<file path="src/rtl/series_accumulator.sv">
// Purpose : power-series evaluator; sums coeff[k] * x^k over NUM_TERMS terms
//           supplied by an external term counter and coefficient ROM.
// Latency : result_valid NUM_TERMS+3 cycles after start is sampled; one term per cycle.
// Backpr. : none; start is accepted only in IDLE and is otherwise dropped.
//
// Ports:
//   clk, rst_n              clock, synchronous active-low reset
//   start, x_in             evaluation request and argument (sampled on accept)
//   start_cntr              one-cycle pulse launching the term counter
//   coeff_rd_en, term_cnt   ROM read strobe and term index from the counter
//   coeff_data              ROM data, valid one cycle after its read
//   done                    one-cycle pulse stopping the counter
//   busy                    high from accepted start through result_valid
//   result, result_valid    series sum (held) and its update pulse
//
// Build option: define SERIES_ACC_SAT_EN to saturate the accumulator, the
// running power and the narrowed result; otherwise all arithmetic wraps.
module series_accumulator #(
  parameter int DATA_W     = 16,
  parameter int FRAC_W     = 12,
  parameter int CNTR_DEPTH = 5,
  parameter int NUM_TERMS  = 8,
  parameter int GUARD_W    = 4
) (
  input  logic                  clk,
  input  logic                  rst_n,
  input  logic                  start,
  input  logic [DATA_W-1:0]     x_in,
  output logic                  start_cntr,
  input  logic                  coeff_rd_en,
  input  logic [CNTR_DEPTH-1:0] term_cnt,
  input  logic [DATA_W-1:0]     coeff_data,
  output logic                  done,
  output logic                  busy,
  output logic [DATA_W-1:0]     result,
  output logic                  result_valid
);

  localparam int ACC_W = DATA_W + GUARD_W;
  localparam int PW    = 2 * DATA_W;

  localparam logic [2:0] S_IDLE  = 3'd0;
  localparam logic [2:0] S_ARM   = 3'd1;
  localparam logic [2:0] S_RUN   = 3'd2;
  localparam logic [2:0] S_DRAIN = 3'd3;
  localparam logic [2:0] S_DONE  = 3'd4;

  localparam logic signed [DATA_W-1:0] ONE = DATA_W'(1 << FRAC_W);

  logic [2:0]               state;
  logic signed [DATA_W-1:0] x_reg;
  logic signed [DATA_W-1:0] power;
  logic signed [DATA_W-1:0] power_nxt;
  logic signed [ACC_W-1:0]  acc;
  logic signed [ACC_W-1:0]  acc_nxt;
  logic [DATA_W-1:0]        result_nxt;
  logic                     rd_vld_d;
  logic                     rd_hit;
  logic                     done_hit;

  // Full-precision fixed-point multiply: sign-extend both operands to PW
  // bits so no product bits are lost before the arithmetic shift.
  function automatic logic signed [PW-1:0] mul_fx(input logic signed [DATA_W-1:0] a,
                                                  input logic signed [DATA_W-1:0] b);
    logic signed [PW-1:0] ae;
    logic signed [PW-1:0] be;
    ae = {{(PW-DATA_W){a[DATA_W-1]}}, a};
    be = {{(PW-DATA_W){b[DATA_W-1]}}, b};
    return (ae * be) >>> FRAC_W;
  endfunction

  assign rd_hit   = coeff_rd_en && (term_cnt < CNTR_DEPTH'(NUM_TERMS));
  assign done_hit = coeff_rd_en && (term_cnt == CNTR_DEPTH'(NUM_TERMS - 2));

  assign start_cntr   = (state == S_ARM);
  assign busy         = (state != S_IDLE);
  assign result_valid = (state == S_DONE);

`ifdef SERIES_ACC_SAT_EN
  localparam logic signed [ACC_W-1:0]  ACC_MAX = {1'b0, {(ACC_W-1){1'b1}}};
  localparam logic signed [ACC_W-1:0]  ACC_MIN = {1'b1, {(ACC_W-1){1'b0}}};
  localparam logic signed [DATA_W-1:0] DAT_MAX = {1'b0, {(DATA_W-1){1'b1}}};
  localparam logic signed [DATA_W-1:0] DAT_MIN = {1'b1, {(DATA_W-1){1'b0}}};

  logic signed [PW-1:0] prod;
  logic signed [PW-1:0] pw_full;
  logic signed [PW:0]   acc_sum;

  // A value fits the narrower range when every bit above its sign bit
  // agrees with the sign; otherwise clamp toward the sign.
  always_comb begin
    prod      = mul_fx($signed(coeff_data), power);
    pw_full   = mul_fx(power, x_reg);
    acc_sum   = {{(PW+1-ACC_W){acc[ACC_W-1]}}, acc} + {prod[PW-1], prod};
    acc_nxt   = acc;
    power_nxt = power;
    if (rd_vld_d) begin
      if (acc_sum[PW:ACC_W-1] == {(PW-ACC_W+2){acc_sum[PW]}})
        acc_nxt = acc_sum[ACC_W-1:0];
      else
        acc_nxt = acc_sum[PW] ? ACC_MIN : ACC_MAX;
      if (pw_full[PW-1:DATA_W-1] == {(PW-DATA_W+1){pw_full[PW-1]}})
        power_nxt = pw_full[DATA_W-1:0];
      else
        power_nxt = pw_full[PW-1] ? DAT_MIN : DAT_MAX;
    end
  end

  always_comb begin
    if (acc_nxt[ACC_W-1:DATA_W-1] == {(ACC_W-DATA_W+1){acc_nxt[ACC_W-1]}})
      result_nxt = acc_nxt[DATA_W-1:0];
    else
      result_nxt = acc_nxt[ACC_W-1] ? DAT_MIN : DAT_MAX;
  end
`else
  // Two's-complement wrap: truncating the product to ACC_W bits before the
  // add gives the same result modulo 2^ACC_W as a full-width add.
  always_comb begin
    acc_nxt   = acc;
    power_nxt = power;
    if (rd_vld_d) begin
      acc_nxt   = acc + ACC_W'(mul_fx($signed(coeff_data), power));
      power_nxt = DATA_W'(mul_fx(power, x_reg));
    end
  end

  always_comb begin
    result_nxt = acc_nxt[DATA_W-1:0];
  end
`endif

  // The ROM answers one cycle after the read, so only the valid flag is
  // delayed; terms arrive in order and the delayed index would not change
  // what is accumulated.
  always_ff @(posedge clk) begin
    if (!rst_n) begin
      state    <= S_IDLE;
      x_reg    <= '0;
      power    <= '0;
      acc      <= '0;
      result   <= '0;
      done     <= 1'b0;
      rd_vld_d <= 1'b0;
    end else begin
      rd_vld_d <= (state == S_RUN) && rd_hit;
      case (state)
        S_IDLE: begin
          done <= 1'b0;
          if (start) begin
            x_reg <= $signed(x_in);
            state <= S_ARM;
          end
        end
        S_ARM: begin
          power <= ONE;
          acc   <= '0;
          state <= S_RUN;
        end
        S_RUN: begin
          acc   <= acc_nxt;
          power <= power_nxt;
          // done is high while the last term is read; the following edge
          // moves on so the final product can still land in DRAIN.
          done  <= done_hit;
          if (done)
            state <= S_DRAIN;
        end
        S_DRAIN: begin
          acc    <= acc_nxt;
          power  <= power_nxt;
          done   <= 1'b0;
          // Load from acc_nxt so result is visible with result_valid.
          result <= result_nxt;
          state  <= S_DONE;
        end
        S_DONE: begin
          state <= S_IDLE;
        end
        default: begin
          state <= S_IDLE;
        end
      endcase
    end
  end

endmodule
</file>
<file path="config.mk">
export PLATFORM = sky130hd
export DESIGN_NAME = series_accumulator
export DESIGN_NICKNAME = d
export VERILOG_FILES = /design/src/rtl/series_accumulator.sv
export SDC_FILE = /design/constraint.sdc
export NUM_CORES = 1
export LEC_CHECK = 0
export BUFFER_PORTS_ARGS = -buffer_cell sky130_fd_sc_hd__buf_4
export CORE_UTILIZATION = 60
export DETAILED_ROUTE_END_ITERATION = 10
export PLACE_DENSITY = 0.81
export SLEW_MARGIN = 20
export SYNTH_ARGS = -nofsm -noshare
export SYNTH_HDL_FRONTEND = slang
export SYNTH_SLANG_ARGS = --single-unit
</file>
<file path="constraint.sdc">
create_clock -name clk -period 9.6 [get_ports clk]
set_input_delay 0.96 -clock clk [delete_from_list [all_inputs] [get_ports clk]]
set_output_delay 0.96 -clock clk [all_outputs]
set_load 0.005 [all_outputs]
</file>
## After elaboration in Yosys (flattened, before gate mapping)

Cells that the tools add are included.

- Bits in registers: 73

- $add $sub $neg: 1
- Multiply operators: 2
- Magnitude comparators: 1
- Equal/unequal tests: 8
- Muxes and demuxes: 8
- Reductions and logical operators: 12

Operator list:

| operator | count |
|---|---|
| 20-bit case mux with 2 select lines | 1 |
| 16-bit by 16-bit multiplier with 32-bit output | 1 |
| 16-bit case mux with 2 select lines | 1 |
| 16-bit by 16-bit multiplier with 28-bit output | 1 |
| 20-bit adder | 1 |
| 20-bit 2-to-1 mux | 1 |
| 16-bit 2-to-1 mux | 1 |
| 3-bit case mux with 4 select lines | 1 |
| 3-bit by 2-bit equality test with 1-bit output (second input constant) | 2 |
| 3-bit 2-to-1 mux | 2 |
| 2-bit AND reduction | 3 |
| 5-bit by 3-bit equality test with 1-bit output (second input constant) | 1 |
| 5-bit by 4-bit less-than comparator with 1-bit output (second input constant) | 1 |
| 2-bit != test (second input constant) | 2 |
| 2-bit nonzero test | 2 |
| 2-bit OR reduction | 2 |
| 3-bit by 1-bit equality test with 1-bit output (second input constant) | 1 |
| 3-bit equality test (second input constant) | 1 |
| 1-bit logical AND | 3 |
| 3-bit logical NOT | 1 |
| 3-bit nonzero test | 1 |
| 2-bit by 1-bit != test with 1-bit output (second input constant) | 1 |
| 1-bit case mux with 2 select lines | 1 |

## Longest topological paths before layout

Gate-level depths: netlist (run 1).

- Depth after elaboration: 4
- Depth in mapped cells: 36
- Mapped depth without buffers: 35

## Worst setup path before layout (run 1)

Ideal clock, no wire load.

- Path type: input to register
- Start: in coeff_data[12]
- End: reg result[15]
- Data arrival time: 8,058 ps
- Slack: 1,456 ps
- Stages: 32
- Cells stage by stage: clkbuf_1 nand2_1 fa_1 fa_1 fa_1 inv_1 fa_1 fa_1 inv_1 fa_1 inv_1 ha_1 a21o_1 a211oi_1 a211oi_2 o21a_1 nor2_1 nor2b_1 nor2_1 xnor2_1 ha_1 o21a_1 o21ai_1 o31a_1 nor3_1 and4_1 a2111oi_2 a21oi_1 nor3_2 o21ai_2 xor2_1 a211oi_1

- Cells in the longest elaborated chain, start to end: 3

Ends and longest elaborated chain:

| element | RTL line | RTL |
|---|---|---|
| start: declaration | 32 | `input logic [DATA_W-1:0] coeff_data,` |
| 16-bit by 16-bit multiplier with 32-bit output | 69 | `return (ae * be) >>> FRAC_W;` |
| 20-bit adder | 122 | `acc_nxt = acc + ACC_W'(mul_fx($signed(coeff_data), power));` |
| 20-bit 2-to-1 mux | 121 | `if (rd_vld_d) begin` |
| end signal: assignment | 173 | `result <= result_nxt;` |
| end: declaration | 35 | `output logic [DATA_W-1:0] result,` |

Every way passes these cells. The select of a mux whose other input is x is not followed.
A chain may end at the register's enable or synchronous reset.

## Worst setup path after layout (run 1)

- Start: reg power[1]
- End: reg acc[15]

- Cells in the longest elaborated chain, start to end: 4

Ends and longest elaborated chain:

| element | RTL line | RTL |
|---|---|---|
| start: declaration | 52 | `logic signed [DATA_W-1:0] power;` |
| start signal: assignment | 161 | `power <= power_nxt;` |
| start signal: assignment | 170 | `power <= power_nxt;` |
| 16-bit by 16-bit multiplier with 32-bit output | 69 |  |
| 20-bit adder | 122 |  |
| 20-bit 2-to-1 mux | 121 |  |
| 20-bit case mux with 2 select lines | 146 | `case (state)` |
| end signal: assignment | 160 | `acc <= acc_nxt;` |
| end signal: assignment | 169 | `acc <= acc_nxt;` |
| end: declaration | 54 | `logic signed [ACC_W-1:0] acc;` |

Every way passes these cells. The select of a mux whose other input is x is not followed.

==> results of run 1 <==
metal layers:
| metal | share of wire | up-vias | wire length, um | GRT usage |
|---|---|---|---|---|
| met4 | 0.031 | 0 | 1450 | 0.0974 |
| met1 | 0.40 | 7444 | 18600 | 0.389 |
| met5 | 0 | - | 0 | 0 |
| met3 | 0.070 | 109 | 3290 | 0.0497 |
| li1 | - | 6621 | - | - |
| met2 | 0.50 | 538 | 23700 | 0.544 |
cells in the mapped netlist (8+ instances only):
cell type  count  area (sq um)
nand2b_1      23           144
a21o_1        15           113
o21a_1         8          60.1
o21ai_0        9          45.0
nor2b_1        9          56.3
a22oi_1       12          90.1
and2_1       218          1360
xor2_1        18           158
fa_1         457          9150
ha_1         164          2050
xnor2_1       61           534
dfxtp_1       69          1380
nor2_1        79           297
inv_1        527          1980
nor3_1        14          70.1
nand2_1      314          1180
o21ai_1       17          85.1
mux2i_1       12           120
a21oi_1       57           285
clkbuf_1     108           405
a211oi_1      13          97.6
worst max-delay path by stage:
stage,start,endpoint,slack (ns),cells after the start
after global routing,power[1]$_SDFFE_PN0P_,acc[15]$_SDFFE_PN0P_,0.37,33
final,power[1]$_SDFFE_PN0P_,acc[15]$_SDFFE_PN0P_,0.95,33
after global placement,coeff_data[9],result[15]$_SDFFE_PN0P_,1.07,33
after CTS,power[1]$_SDFFE_PN0P_,result[15]$_SDFFE_PN0P_,0.97,33
after floorplan,coeff_data[12],result[15]$_SDFFE_PN0P_,1.46,32
after detailed placement,coeff_data[7],result[15]$_SDFFE_PN0P_,0.86,34
logic make-up after synthesis:
group,synth area share
AND/OR/NAND/NOR,0.163
buffers and inverters,0.119
adder cells (fa/ha/maj),0.554
AO/OA/AOI/OAI,0.0556
XOR/XNOR,0.0342
flip-flops,0.0683
multiplexers,0.00594
layout make-up:
type / instances / share of cell area
well taps: 442 / 0.0261
flip-flops and latches: 69 / 0.0651
repair buffers: 76 / 0.0269
multi-input cells: 1565 / 0.774
clock inverters: 6 / 0.00330
clock buffers: 10 / 0.0113
inverters: 528 / 0.0934
layout by cell type, fill, tap and decap left out, types with 4 or more instances in the layout:
master / netlist / layout
and4_1: 4 / 4
o21ai_1: 17 / 17
o21ai_0: 9 / 9
buf_4: 0 / 76
dfxtp_1: 69 / 69
a21oi_1: 57 / 57
mux2i_1: 12 / 12
nor2b_1: 9 / 9
o21a_1: 8 / 8
a22oi_1: 12 / 12
nor4_1: 4 / 4
xor2_1: 18 / 18
clkbuf_16: 0 / 9
ha_1: 164 / 164
o21bai_1: 5 / 5
inv_1: 527 / 526
nand2_1: 314 / 314
xnor2_1: 61 / 61
fa_1: 457 / 457
nand3_1: 6 / 6
o211ai_1: 5 / 5
nor2_1: 79 / 79
and2_1: 218 / 218
nor3_1: 14 / 14
a211oi_1: 13 / 13
a21o_1: 15 / 15
nand2b_1: 23 / 23
worst reg2reg max path: cells and delay by family, from the launching register on:
kind / cells / cell delay [ns]
AOI/OAI and AO/OA: 11 / 2.30
xor gates and xnor gates: 1 / 0.13
adders and majority gates: 8 / 3.47
buffers and inverters: 4 / 0.47
DFF: 1 / 0.93
muxes: 1 / 0.21
and+or+nand+nor: 8 / 1.00
power breakdown:
part	internal [W]	switching [W]	total, W
Clock	0.000210	0.000146	0.000357
Sequential	0.000295	0.0000338	0.000328
Combinational	0.0000683	0.000109	0.000177
stage by stage:
step | instances | hold slack [ns]
3_5_place_dp | 2680 | 0.471
2_1_floorplan | 2275 | 0.448
4_1_cts | 2696 | 0.481
6_report | 2696 | 0.479
3_3_place_gp | 2680 | 0.463
5_1_grt | 2696 | 0.500
==> flow_summary_export.csv, run 1 <==
group,metric,value,unit
setup_path,critPathLaunchType,"flip-flop",
placement,post-place-ws,0.857,ns
cells_and_area,diodes,0,
synth,syn_area,20200,sq um
cells_and_area,nFillCells,2700,
global_routing,grt_pass1_wl,82.1,mm
setup_path,worstRegToRegCells,33,
setup_path,required,9.79,ns
timing,hold_viol_final,0,
job,drv_cap,0,
routing,drc,0,
setup_path,end_kind,"flip-flop",
worst_hold_path,hp-start,"result[7]$_SDFFE_PN0P_",
placement,place_hpwl,37.8,mm
synth,avgSynthCellArea,8.88,sq um
routing,viasPerCell,5.46,
placement,io_buffer_count,60,
synth,synth_edf_count,0,
cells_and_area,postLayoutCoreUtil,0.646,
synth,ys_seq_area_frac,0.0683,
setup_path,path_max_fanout,21,
power,ir_worst_vdd,0.0000857,V
timing,maxSlewViolCount,0,
timing,period_share,0.901,
setup_path,cpPeakStageDelay,0.93,ns
worst_hold_path,worstHoldEndpoint,"result[7]$_SDFFE_PN0P_",
routing,ant_nets,0,
global_routing,first_global_vias,16780,
cts,cts_tree,"built",
cells_and_area,layout-drive-gt1-share,0.0461,
cells_and_area,postLayoutCellArea,21200,sq um
global_routing,grt_remaining_overflow,0,
cts,clockBufferDepth,2,
synth,ys_types,58,
setup_path,cp_top_family,"adder cells",
synth,synth_nets,2937,
global_routing,grt_antenna_before_repair,0,
worst_hold_path,hold_depth,2,
floorplanning,die_h,186,um
setup_path,r2r_start,"power[1]$_SDFFE_PN0P_",
cts,clkLatencyLatePin,0.35,ns
setup_path,cp_common_cell,"fa_1",
synth,synth_flop_cell,"dfxtp_1",
timing,rsz0062_at_grt,"false",
setup_path,crit_arrival,8.84,ns
floorplanning,start_util,0.615,
floorplanning,core_area,32900,sq um
timing,timing.final.crit_period,8.65,ns
setup_path,worst-path-buf-inv,4,
cells_and_area,nets,2911,
floorplanning,die_width,186,um
cts,post_cts_buffers,0,
setup_path,r2r-end,"acc[15]$_SDFFE_PN0P_",
cts,cts.sinks,69,
timing,finalSetupViolCount,0,
setup_path,crit_slowest_cell,"dfxtp_1",
placement,place_area,20900,sq um
timing,worst_pin_slew,1.06,ns
floorplanning,die-area,34400,sq um
synth,synth.ff_latch_count,69,
routing,drt_iter0_markers,847,
cells_and_area,regArea,1380,sq um
synth,async_reset_ff_frac,0,
routing,firstDrtPassIters,5,
setup_path,critical_path_class,"reg -> reg",
global_routing,grt_usage,0.309,
routing,wire_per_inst,17.4,um
cts,cts_buffers,9,
placement,gp_congestion,0.897,
power,total_power,0.000862,W
timing,fmax,116,MHz
setup_path,r2r_slack,0.95,ns
synth,yosysWarnings,0,
floorplanning,rows,66,
timing,skew,0.00982,ns
routing,dr_total_vias,14712,
run_status,status,"finished, final reports clean",
cts,cts_hold_buf,0,
cts,htreeDepth,3,
routing,routed_wl,47.0,mm
cts,ctsResizeCount,0,
cells_and_area,multi_input_area,16400,sq um
cells_and_area,synthToLayoutAreaGrowth,4.99,%
synth,synth_cells,2275,
worst_hold_path,hold_path.class,"reg -> reg",
cts,root_buffer,"clkbuf_16",
global_routing,grt_max_degree,58,
timing,setup_slack,0.947,ns
timing,tns,0,ns
floorplanning,ios,61,
timing,slew_headroom,0.293,
power,p_per_area,40.6,nW/um^2
power,p_leak,10.1,nW
cts,cts.clk_slew.worst_paths,0.06,ns
No activity file was read; power rests on OpenSTA's default activity.
==> inputs of run 2 (changes only) <==
CORE_UTILIZATION = 42   (was 60)
PLACE_DENSITY = 0.62   (was 0.81)
==> run 2 against run 1 <==
  * Fmax rose by 2.0%
  * Total power grew 3.2%
  * Die area is 42% higher
  * Worst setup slack better by 0.17 ns
  * Critical path depth fell by 2
  * Worst hold slack worse by 0.0035 ns
  * Via count is 2.0% lower
  * Cell area is 1.1% higher
  * Sequential power about the same
  * Clock skew increased by 0.0016 ns
  * Highest routed layer is now met5
==> flow_summary_export.csv, run 2 (synthesis gave the netlist of run 1 again) <==
group,metric,value,unit
setup_path,end_kind,"flip-flop",
cts,cts.clk_slew.worst_paths,0.06,ns
job,drv_cap,0,
cts,htreeDepth,3,
routing,viasPerCell,5.03,
timing,tns,0,ns
cells_and_area,layout-drive-gt1-share,0.0470,
placement,io_buffer_count,60,
power,ir_worst_vdd,0.0000872,V
cells_and_area,final_common_cell,"inv_1",
cells_and_area,layout_common_cells,"526 x inv_1, 457 x fa_1, 314 x nand2_1, 218 x and2_1, 164 x ha_1",
setup_path,cpPeakStageDelay,0.91,ns
floorplanning,core_area,47600,sq um
setup_path,path_max_fanout,18,
cts,cts_hold_buf,0,
cells_and_area,postLayoutCoreUtil,0.450,
routing,routed_wl,49.3,mm
global_routing,first_global_vias,16302,
timing,slew_headroom,0.243,
setup_path,crit_slowest_cell,"dfxtp_1",
cts,clkLatencyLatePin,0.37,ns
timing,rsz0062_at_grt,"false",
global_routing,grt_max_degree,58,
floorplanning,die_width,221,um
timing,hold_viol_final,0,
global_routing,grt_usage,0.220,
floorplanning,ios,61,
global_routing,grt_remaining_overflow,0,
cts,cts.sinks,69,
routing,dr_total_vias,14425,
routing,ant_nets,0,
setup_path,required,9.81,ns
placement,gp_congestion,0.860,
power,p_leak,10.1,nW
cells_and_area,diodes,0,
routing,drc,0,
setup_path,crit_arrival,8.69,ns
cts,clockBufferDepth,2,
cells_and_area,nFillCells,4657,
run_status,status,"finished, final reports clean",
cts,cts_buffers,9,
floorplanning,start_util,0.424,
cts,root_buffer,"clkbuf_16",
floorplanning,rows,80,
floorplanning,die-area,49000,sq um
timing,timing.final.crit_period,8.48,ns
global_routing,grt_pass1_wl,85.2,mm
cells_and_area,nets,2912,
timing,maxSlewViolCount,0,
floorplanning,die_h,221,um
timing,finalSetupViolCount,0,
cts,post_cts_buffers,0,
placement,place_hpwl,39.8,mm
placement,dp.cells,2854,
timing,worst_pin_slew,1.13,ns
timing,skew,0.0114,ns
setup_path,critical_path_class,"reg -> reg",
routing,drt_iter0_markers,768,
setup_path,cp_common_cell,"fa_1",
cells_and_area,synthToLayoutAreaGrowth,6.19,%
cts,cts_tree,"built",
power,total_power,0.000889,W
routing,wire_per_inst,17.2,um
worst_hold_path,hold_path.class,"reg -> reg",
cells_and_area,final_cells,2870,
global_routing,grt_antenna_before_repair,2,
setup_path,critPathLaunchType,"flip-flop",
cts,ctsResizeCount,0,
timing,fmax,118,MHz
routing,firstDrtPassIters,5,
power,p_per_area,41.4,nW/um^2
timing,period_share,0.884,
[run 2: cell count changes in the layout (fill, tap and decap cells not counted), sizes merged]
cell      change
clkinvlp      +1
bufinv        +1
buf           +1
inv           -2
[run 2: worst paths after layout]
kind	start	to	slack (ns)	cells after the start
worst max-delay path	power[1]$_SDFFE_PN0P_	acc[15]$_SDFFE_PN0P_	1.12	31
worst min-delay path	result[1]$_SDFFE_PN0P_	result[1]$_SDFFE_PN0P_	0.48	2
worst max register to register	power[1]$_SDFFE_PN0P_	acc[15]$_SDFFE_PN0P_	1.12	31
worst min register to register	result[1]$_SDFFE_PN0P_	result[1]$_SDFFE_PN0P_	0.48	2
[run 2: critical path, delay by kind of cell (launching register included)]
kind | cells | cell delay, ns
multiplexers | 1 | 0.19
AO/OA/AOI/OAI | 12 | 2.51
adder cells (fa/ha/maj) | 8 | 3.62
buffers and inverters | 3 | 0.15
AND/OR/NAND/NOR | 6 | 0.80
flip-flops | 1 | 0.91
XOR/XNOR | 1 | 0.13
[run 2: layout make-up]
class,count,area (sq um),share of cell area
clock buffer,10,239,0.0111
clock inverter,6,86.3,0.00402
inverter,528,1980,0.0924
multi-input combinational,1565,16400,0.765
sequential,69,1380,0.0644
tap,615,769,0.0359
timing repair buffer,77,578,0.0269
[run 2: through the flow]
step | instance area [sq um] | setup WS (ns) | hold slack (ns)
after floorplan | 20200 | 1.46 | 0.448
after global routing | 21500 | 0.478 | 0.493
after CTS | 21500 | 0.919 | 0.486
final | 21500 | 1.12 | 0.475
after detailed placement | 21100 | 0.866 | 0.472
after global placement | 21100 | 1.03 | 0.470
[run 2: metal layers]
| layer | GRT usage | share of wire |
|---|---|---|
| met5 | 0 | 0.00053 |
| met2 | 0.371 | 0.48 |
| met1 | 0.295 | 0.44 |
| met3 | 0.0425 | 0.063 |
| met4 | 0.0462 | 0.017 |
[run 2: power by group]
group	internal (W)	leakage, nW	switching (W)
Sequential	0.000295	0.560	0.0000368
Combinational	0.0000680	9.41	0.000110
Clock	0.000234	0.158	0.000146
Total	0.000597	10.1	0.000293
==> inputs of run 3 (changes only) <==
CTS_CLUSTER_DIAMETER = 200   (was unset)
PLACE_DENSITY = unset   (was 0.62)
REMOVE_ABC_BUFFERS = 1   (was unset)
==> run 3 against run 2 <==
  * Clock skew increased by 0.0041 ns
  * Critical endpoint is now result[15]$_SDFFE_PN0P_
  * Worst setup slack improved by 0.036 ns
  * Clock power decreased by 8.4%
  * Register-to-register slack improved by 0.04 ns
  * Critical path depth increased by 1
  * Die area unchanged
  * Sequential power about the same
  * Via count decreased by 0.28%
  * Cell count about the same
  * Sequential share of layout area about the same
==> flow_summary_export.csv, run 3 (synthesis gave the netlist of run 1 again) <==
group,metric,value,unit
cts,clockBufferDepth,2,
global_routing,first_global_vias,15287,
routing,drt_iter0_markers,666,
routing,ant_nets,0,
timing,slew_headroom,0.297,
cts,ctsResizeCount,0,
timing,hold_ws,0.459,ns
cells_and_area,nFillCells,4725,
setup_path,critical_path_class,"reg -> reg",
setup_path,worstRegToRegCells,32,
global_routing,grt_max_degree,58,
worst_hold_path,hold_path.class,"reg -> reg",
cells_and_area,synthToLayoutAreaGrowth,6.08,%
setup_path,crit_slowest_cell,"dfxtp_1",
cells_and_area,diodes,0,
routing,dr_total_vias,14385,
timing,skew,0.0156,ns
cts,htreeDepth,3,
cts,root_buffer,"clkbuf_16",
cts,clkLatencyLatePin,0.37,ns
power,p_per_area,39.9,nW/um^2
placement,place_hpwl,38.1,mm
timing,worst_pin_slew,1.05,ns
timing,maxSlewViolCount,0,
setup_path,r2r_slack,1.15,ns
cells_and_area,final_common_cell,"inv_1",
timing,finalSetupViolCount,0,
timing,tns,0,ns
worst_hold_path,hold_depth,2,
routing,firstDrtPassIters,4,
floorplanning,die_h,221,um
timing,rsz0062_at_grt,"false",
global_routing,grt_remaining_overflow,0,
cts,cts.sinks,69,
floorplanning,die_width,221,um
cts,cts_buffers,9,
setup_path,critPathLaunchType,"flip-flop",
setup_path,crit_arrival,8.70,ns
power,total_power,0.000854,W
placement,gp_congestion,0.867,
placement,io_buffer_count,60,
power,ir_worst_vdd,0.0000597,V
cts,post_cts_buffers,0,
cts,cts_hold_buf,0,
floorplanning,ios,61,
global_routing,grt_antenna_before_repair,0,
global_routing,grt_pass1_wl,79.0,mm
cells_and_area,layout_common_cells,"526 x inv_1, 457 x fa_1, 314 x nand2_1, 218 x and2_1, 164 x ha_1",
setup_path,cp_common_cell,"fa_1",
setup_path,required,9.85,ns
routing,wire_per_inst,16.5,um
timing,timing.final.crit_period,8.45,ns
timing,hold_viol_final,0,
floorplanning,core_area,47600,sq um
floorplanning,rows,80,
cells_and_area,layout-drive-gt1-share,0.0470,
floorplanning,start_util,0.424,
cells_and_area,nets,2913,
setup_path,cpPeakStageDelay,0.87,ns
routing,viasPerCell,5.01,
cts,cts_tree,"built",
timing,fmax,118,MHz
setup_path,path_max_fanout,19,
setup_path,end_kind,"flip-flop",
routing,drc,0,
global_routing,grt_usage,0.202,
power,p_leak,10.1,nW
job,drv_cap,0,
routing,routed_wl,47.3,mm
run_status,status,"finished, final reports clean",
floorplanning,die-area,49000,sq um
timing,period_share,0.880,
cts,cts.clk_slew.worst_paths,0.06,ns
==> run 3: per-layer routing <==
| metal | vias up | GRT usage | routed length [um] |
|---|---|---|---|
| met5 | - | 0 | 0 |
| li1 | 6624 | - | - |
| met4 | 0 | 0.0688 | 1350 |
| met1 | 7398 | 0.282 | 21300 |
| met2 | 302 | 0.337 | 23000 |
| met3 | 61 | 0.0126 | 1630 |
==> run 3: cell type report <==
type | instances | area, sq um | share of cell area
clock inverters | 6 | 63.8 | 0.00298
inverters | 528 | 1980 | 0.0925
repair buffers | 78 | 586 | 0.0273
flip-flops and latches | 69 | 1380 | 0.0644
clock buffers | 10 | 229 | 0.0107
multi-input cells | 1565 | 16400 | 0.766
well taps | 615 | 769 | 0.0359
==> run 3: per-stage QoR <==
stage	cell area [sq um]	setup WS [ns]	std cells	utilization
2_1_floorplan	19800	1.62	2162	-
3_3_place_gp	21100	1.01	2855	0.444
3_5_place_dp	21100	0.854	2855	0.444
4_1_cts	21400	1.20	2871	0.450
5_1_grt	21400	0.636	2871	0.450
6_report	21400	1.15	2871	0.450
==> run 3: critical path: cells and delay by family (launching register included) <==
kind | cells | cell delay (ns)
xor+xnor | 2 | 0.27
buf+inv | 4 | 0.23
compound gates | 10 | 2.27
flops | 1 | 0.87
fa+ha+maj | 8 | 3.34
simple gates | 8 | 1.38
==> run 3: worst paths after layout <==
check                                       startpoint                       to
worst min register to register  result[1]$_SDFFE_PN0P_   result[1]$_SDFFE_PN0P_
worst min-delay path            result[1]$_SDFFE_PN0P_   result[1]$_SDFFE_PN0P_
worst max-delay path             power[5]$_SDFFE_PN0P_  result[15]$_SDFFE_PN0P_
worst max register to register   power[5]$_SDFFE_PN0P_  result[15]$_SDFFE_PN0P_
==> run 3: where the power goes <==
| group | switching [W] | internal, W | total (W) |
|---|---|---|---|
| sequential | 0.0000364 | 0.000295 | 0.000331 |
| clock | 0.000147 | 0.000201 | 0.000348 |
| combinational | 0.000108 | 0.0000679 | 0.000176 |
| total | 0.000291 | 0.000563 | 0.000854 |
